===== src/rtl/vload_sequencer_if.sv =====
// Memory read port and vector register file write port of the vector load sequencer.
interface vload_sequencer_if #(
  parameter int unsigned LANES = 5,
  parameter int unsigned DW    = 32,
  parameter int unsigned AW    = 32,
  parameter int unsigned RAW   = 4
);
  logic                mem_req;
  logic [AW-1:0]       mem_addr;
  logic                mem_ack;
  logic [DW-1:0]       mem_rdata;
  logic                vrf_we;
  logic                vrf_vector_op;
  logic [RAW-1:0]      vrf_wa;
  logic [LANES*DW-1:0] vrf_wd;

  modport master (
    output mem_req, mem_addr, vrf_we, vrf_vector_op, vrf_wa, vrf_wd,
    input  mem_ack, mem_rdata
  );

  modport slave (
    input  mem_req, mem_addr, vrf_we, vrf_vector_op, vrf_wa, vrf_wd,
    output mem_ack, mem_rdata
  );
endinterface


===== src/rtl/vload_sequencer.sv =====
// Vector load engine: fetches LANES words from memory, then writes them as one vector register.
// Optional macro VLD_STRIDE_EN adds a runtime byte-stride input (default build: fixed stride 4).
module vload_sequencer #(
  parameter int unsigned LANES = 5,
  parameter int unsigned DW    = 32,
  parameter int unsigned AW    = 32,
  parameter int unsigned RAW   = 4
) (
  input  logic                  clk,
  input  logic                  reset_n,
  input  logic                  start,
  input  logic [AW-1:0]         base_addr,
  input  logic [RAW-1:0]        dest_reg,
`ifdef VLD_STRIDE_EN
  input  logic [AW-1:0]         stride,
`endif
  output logic                  busy,
  output logic                  done,
  output logic                  err,
  vload_sequencer_if.master     bus
);

  localparam int unsigned IW = $clog2(LANES);
  localparam int unsigned SW = (LANES > 2) ? $clog2(LANES - 1) : 1;
  localparam logic [IW-1:0]  LastIdx     = IW'(LANES - 1);
  localparam logic [RAW-1:0] RegReserved = '1;

  typedef enum logic [1:0] {StIdle, StFetch, StWrite} state_e;

  state_e              state_q;
  logic [IW-1:0]       idx_q;
  logic [AW-1:0]       addr_q;
  logic [AW-1:0]       stride_q;
  logic [AW-1:0]       stride_in;
  logic [RAW-1:0]      dest_q;
  logic [RAW-1:0]      wa_q;
  logic [LANES*DW-1:0] wd_q;
  logic [LANES*DW-1:0] wd_next;
  logic                busy_q, done_q, err_q, req_q, we_q;
  // Staging buffer for every lane but the last; the last lane goes straight into wd_q.
  logic [DW-1:0]       lane_q [LANES-1];

`ifdef VLD_STRIDE_EN
  assign stride_in = stride;
`else
  assign stride_in = AW'(4);
`endif

  always_comb begin
    wd_next = '0;
    for (int i = 0; i < LANES - 1; i++) begin
      wd_next[i*DW +: DW] = lane_q[i];
    end
    wd_next[(LANES-1)*DW +: DW] = bus.mem_rdata;
  end

  always_ff @(posedge clk) begin
    if (!reset_n) begin
      state_q  <= StIdle;
      idx_q    <= '0;
      addr_q   <= '0;
      stride_q <= '0;
      dest_q   <= '0;
      wa_q     <= '0;
      wd_q     <= '0;
      busy_q   <= 1'b0;
      done_q   <= 1'b0;
      err_q    <= 1'b0;
      req_q    <= 1'b0;
      we_q     <= 1'b0;
      for (int i = 0; i < LANES - 1; i++) begin
        lane_q[i] <= '0;
      end
    end else begin
      done_q <= 1'b0;
      err_q  <= 1'b0;
      we_q   <= 1'b0;
      unique case (state_q)
        StIdle: begin
          if (start) begin
            if (dest_reg == RegReserved) begin
              err_q <= 1'b1;
            end else begin
              state_q  <= StFetch;
              busy_q   <= 1'b1;
              req_q    <= 1'b1;
              idx_q    <= '0;
              addr_q   <= base_addr;
              stride_q <= stride_in;
              dest_q   <= dest_reg;
            end
          end
        end
        StFetch: begin
          if (bus.mem_ack) begin
            if (idx_q == LastIdx) begin
              // Whole vector is committed in one step so no partial write is ever visible.
              state_q <= StWrite;
              req_q   <= 1'b0;
              we_q    <= 1'b1;
              done_q  <= 1'b1;
              wa_q    <= dest_q;
              wd_q    <= wd_next;
            end else begin
              lane_q[idx_q[SW-1:0]] <= bus.mem_rdata;
              idx_q                 <= idx_q + IW'(1);
              addr_q                <= addr_q + stride_q;
            end
          end
        end
        StWrite: begin
          state_q <= StIdle;
          busy_q  <= 1'b0;
          idx_q   <= '0;
        end
        default: begin
          state_q <= StIdle;
        end
      endcase
    end
  end

  assign busy              = busy_q;
  assign done              = done_q;
  assign err               = err_q;
  assign bus.mem_req       = req_q;
  assign bus.mem_addr      = addr_q;
  assign bus.vrf_we        = we_q;
  assign bus.vrf_vector_op = we_q;
  assign bus.vrf_wa        = wa_q;
  assign bus.vrf_wd        = wd_q;

endmodule


===== src/flat_wrapper.sv =====
// flat-port wrapper written by rule: the top's interface ports become plain ports
module vload_sequencer_flat 
#(
  parameter int unsigned LANES = 5,
  parameter int unsigned DW    = 32,
  parameter int unsigned AW    = 32,
  parameter int unsigned RAW   = 4
)
  (clk, reset_n, start, base_addr, dest_reg, busy, done, err, bus_mem_req, bus_mem_addr, bus_vrf_we, bus_vrf_vector_op, bus_vrf_wa, bus_vrf_wd, bus_mem_ack, bus_mem_rdata);
  vload_sequencer_if #(.LANES(LANES), .DW(DW), .AW(AW), .RAW(RAW)) bus_i ();
  input  logic clk;
  input  logic reset_n;
  input  logic start;
  input  logic [AW-1:0] base_addr;
  input  logic [RAW-1:0] dest_reg;
  output logic busy;
  output logic done;
  output logic err;
  output wire logic [$bits(bus_i.mem_req)-1:0] bus_mem_req;
  output wire logic [$bits(bus_i.mem_addr)-1:0] bus_mem_addr;
  output wire logic [$bits(bus_i.vrf_we)-1:0] bus_vrf_we;
  output wire logic [$bits(bus_i.vrf_vector_op)-1:0] bus_vrf_vector_op;
  output wire logic [$bits(bus_i.vrf_wa)-1:0] bus_vrf_wa;
  output wire logic [$bits(bus_i.vrf_wd)-1:0] bus_vrf_wd;
  input wire logic [$bits(bus_i.mem_ack)-1:0] bus_mem_ack;
  input wire logic [$bits(bus_i.mem_rdata)-1:0] bus_mem_rdata;
  assign bus_mem_req = bus_i.mem_req;
  assign bus_mem_addr = bus_i.mem_addr;
  assign bus_vrf_we = bus_i.vrf_we;
  assign bus_vrf_vector_op = bus_i.vrf_vector_op;
  assign bus_vrf_wa = bus_i.vrf_wa;
  assign bus_vrf_wd = bus_i.vrf_wd;
  assign bus_i.mem_ack = bus_mem_ack;
  assign bus_i.mem_rdata = bus_mem_rdata;
  vload_sequencer #(.LANES(LANES), .DW(DW), .AW(AW), .RAW(RAW)) u_core (.clk(clk), .reset_n(reset_n), .start(start), .base_addr(base_addr), .dest_reg(dest_reg), .busy(busy), .done(done), .err(err), .bus(bus_i));
endmodule

===== config.mk =====
export PLATFORM = sky130hd
export DESIGN_NAME = vload_sequencer_flat
export DESIGN_NICKNAME = d
export VERILOG_FILES = /design/src/rtl/vload_sequencer_if.sv /design/src/rtl/vload_sequencer.sv /design/src/flat_wrapper.sv
export SDC_FILE = /design/constraint.sdc
export NUM_CORES = 1
export LEC_CHECK = 0
export ABC_AREA = 0
export BUFFER_PORTS_ARGS = -buffer_cell sky130_fd_sc_hd__buf_4
export CORE_MARGIN = 2
export CORE_UTILIZATION = 47
export CTS_CLUSTER_DIAMETER = 80
export DETAILED_ROUTE_END_ITERATION = 16
export PLACE_DENSITY = 0.73
export SYNTH_ARGS = -nofsm -noshare
export SYNTH_HDL_FRONTEND = slang
export SYNTH_SLANG_ARGS = --single-unit

===== constraint.sdc =====
create_clock -name clk -period 13.2 [get_ports clk]
set_input_delay 1.32 -clock clk [delete_from_list [all_inputs] [get_ports clk]]
set_output_delay 1.32 -clock clk [all_outputs]
set_load 0.02 [all_outputs]

==> flow_metrics.py <==
metrics = {
    "clocking": {
        "cts_buffers": 36,
        "clock_latency_ns": 0.52,
        "holdBufCountCts": 0,
        "root_buffer": "clkbuf_16",
        "post_cts_resized": 0,
        "h-tree-depth": 2,
        "cts_setup_buffers": 0,
        "cts.clk_slew.worst_paths_ns": 0.06,
        "clock_sinks": 338,
        "clk_path_buf_depth": 3,
        "tritoncts": "done",
    },
    "worst_setup_path": {
        "end_kind": "flop",
        "path_max_fanout": 95,
        "path_class": "primary input to flop",
        "arrival_ns": 4.99,
        "critPathLaunchType": "primary input",
        "worstPathRequired_ns": 13.33,
    },
    "timing": {
        "setup_viol_count_final": 0,
        "setup_tns_ns": 0,
        "fmax_ghz": 0.206,
        "finalMaxSlewViolations": 0,
        "clock-skew-final_ns": 0.0205,
        "slew_headroom_pct": 20.1,
        "max_slew.worst_pin.slew_ns": 1.20,
        "period_share_pct": 36.8,
        "rsz0062_at_grt": "false",
        "hold_viol": 0,
        "final_period_minus_worst_setup_slack_ns": 4.86,
        "hold_slack_ns": 0.451,
    },
    "yosys": {
        "yosysUniqueCellTypes": 59,
        "synth.mux.area_fraction_pct": 0.308,
        "yosys.area_share.adder_pct": 0.386,
        "synth-seq-cells": 338,
        "synthCells": 1344,
        "async_flop_share_pct": 0,
        "synth_top_family_by_area": "simple AND/OR/NAND/NOR gates",
        "synth_edf_count": 128,
        "yosys.area_share.simple_pct": 22.1,
        "synth_area_um2": 13000,
        "synth-xor-area-share_pct": 0.0675,
        "ys_warn_count": 0,
        "synthFlopType": "dfxtp_1",
        "avgSynthCellArea_um2": 9.66,
        "synth_seq_area_share_pct": 62.0,
        "syn_nets": 1420,
        "synth_compound_area_share_pct": 12.0,
    },
    "power_and_ir_drop": {
        "power.density_nw_per_um2": 140,
        "p_int_w": 0.00180,
        "net-switching-power_w": 0.000512,
        "pwr-share-seq_pct": 48.9,
        "p_leak_nw": 6.46,
        "combPwrFrac_pct": 5.7,
        "netSwitchingFraction_pct": 22.2,
        "pwr-share-clk_pct": 45.4,
        "ir_drop_mv": 0.0985,
    },
    "place": {
        "io_buffers": 273,
        "gp_congestion": 0.839,
        "dp_hpwl_um": 22100,
        "placed_area_um2": 15200,
    },
    "hold_path": {
        "hold_path.class": "flop to flop",
    },
    "detailed_routing": {
        "drt_iter0_markers": 896,
        "vias": 10600,
        "drc": 0,
        "wl_per_cell_um": 17.9,
        "firstDrtPassIters": 5,
        "routed_wl_um": 34700,
        "ant_nets": 0,
        "viasPerCell": 5.45,
    },
    "grt": {
        "grt_pass1_vias": 9707,
        "antenna_found_initial": 1,
        "grt_max_degree": 114,
        "grt_pass1_wl_um": 53000,
        "grt.total_usage_pct": 23.1,
        "grt-ovfl-total": 0,
    },
    "floorplanning": {
        "die_w_um": 170,
        "start_util_pct": 48.0,
        "dieArea_um2": 29000,
        "die_h_um": 170,
        "core_um2": 27000,
        "io_pins": 274,
        "rows": 60,
    },
    "cells_and_area": {
        "syn_to_final_growth_pct": 26.9,
        "antenna_cells": 0,
        "finalNetCount": 1645,
        "design_area_um2": 16500,
        "drive_gt1_share_pct": 22.4,
    },
    "status": {
        "status": "finished clean",
    },
    "flow_run": {
        "drv_cap": 0,
    },
}
-- power by group through the flow --
stage                     registers, W   logic, W  clock network, W
after floorplan                0.00116  0.0000602                 0
after global placement         0.00115   0.000129                 0
after detailed placement       0.00115   0.000131                 0
after CTS                      0.00113   0.000132           0.00106
after global routing           0.00113   0.000143           0.00110
final                          0.00113   0.000132           0.00105
-- cells by family (layout without fill, tap and decap cells) --
kind of cell    after synthesis  after routing
flops                       338            338
xor+xnor                      1              1
fa+ha+maj                     4              4
buf+inv                     105            358
compound gates              274            274
mux                           4              4
simple gates                618            618
-- layer usage --
metal  share of wire (%)  vias to the layer above  track usage [%]
met4                 2.8                        0             7.84
met1                  43                     5056             31.8
li1                    -                     5044                -
met3                 7.2                       65             4.16
met2                  47                      388             36.9
met5                   0                        -                0
-- cells in the final DEF (no fill, tap or decap), drive strengths merged, types with 5 or more instances in the layout --
| cell | n |
|---|---|
| bufinv | 6 |
| o21ai | 23 |
| edfxtp | 128 |
| and3 | 38 |
| nand4 | 13 |
| nand2 | 372 |
| a21boi | 11 |
| clkbuf | 43 |
| o211ai | 5 |
| a31oi | 9 |
| nand3 | 26 |
| nor2 | 34 |
| and2 | 99 |
| nor4 | 10 |
| dfxtp | 210 |
| buf | 284 |
| inv | 10 |
| a21oi | 188 |
| clkinv | 15 |
| nor3 | 8 |
-- registers in the layout (all words and copies together), names as in the netlist --
name / count
u_core.bus.mem_req: 1
u_core.bus.vrf_wd: 160
u_core.idx_q: 3
u_core.err: 1
u_core.bus.mem_addr: 32
u_core.busy: 1
u_core.state_q: 2
u_core.lane_q: 128
u_core.stride_q: 1
u_core.bus.vrf_wa: 4
u_core.dest_q: 4
u_core.done: 1
-- worst max-delay path, stage by stage --
cell      delay (ns)
buf_4           0.40
inv_6           0.36
nor2_4          0.74
nand2_1         0.34
nor3_4          0.91
nand2b_2        0.82
-- worst paths after layout --
kind | start | endpoint | slack [ns] | cells past startpoint
setup / recovery | reset_n | u_core.lane_q[1][29] | 8.34 | 6
hold / removal | u_core.dest_q[0] | u_core.bus.vrf_wa[0] | 0.45 | 2
setup reg to reg | u_core.idx_q[1] | u_core.lane_q[1][29] | 8.96 | 6
hold reg to reg | u_core.dest_q[0] | u_core.bus.vrf_wa[0] | 0.45 | 2
-- per-stage QoR --
stage	cells	utilization, %	setup slack, ns	total power (W)
4_1_cts	1938	60.9	8.37	0.00232
6_report	1938	60.9	8.34	0.00231
3_5_place_dp	1872	56.4	7.81	0.00128
2_1_floorplan	1344	-	8.30	0.00122
5_1_grt	1938	60.9	8.00	0.00238
3_3_place_gp	1872	56.4	7.99	0.00128
-- area by class of cell --
cell class	count	area [µm²]
Inverter	8	35.0
Fill cell	2231	10600
Multi-Input combinational cell	901	4600
Timing Repair Buffer	284	2130
Clock inverter	23	262
Clock buffer	43	968
Tap cell	341	427
Sequential cell	338	8050
-- Yosys cell counts, types with 5 or more instances --
cell type    n  area share, %
o211ai_1     5           0.29
edfxtp_1   128             30
a21boi_0    11           0.64
and2_1      98            4.7
nand4_1     12           0.58
o21ai_0     23           0.89
inv_1        7           0.20
nor4_1       8           0.39
buf_2        6           0.23
nor3_1       6           0.23
dfxtp_1    210             32
nand2_1    372             11
clkbuf_1    88            2.5
a31oi_1      9           0.43
and3_1      38            1.8
nand3_1     26            1.0
nor2_1      34           0.98
a21oi_1    188            7.2
Power figures use the tool's default switching activity.
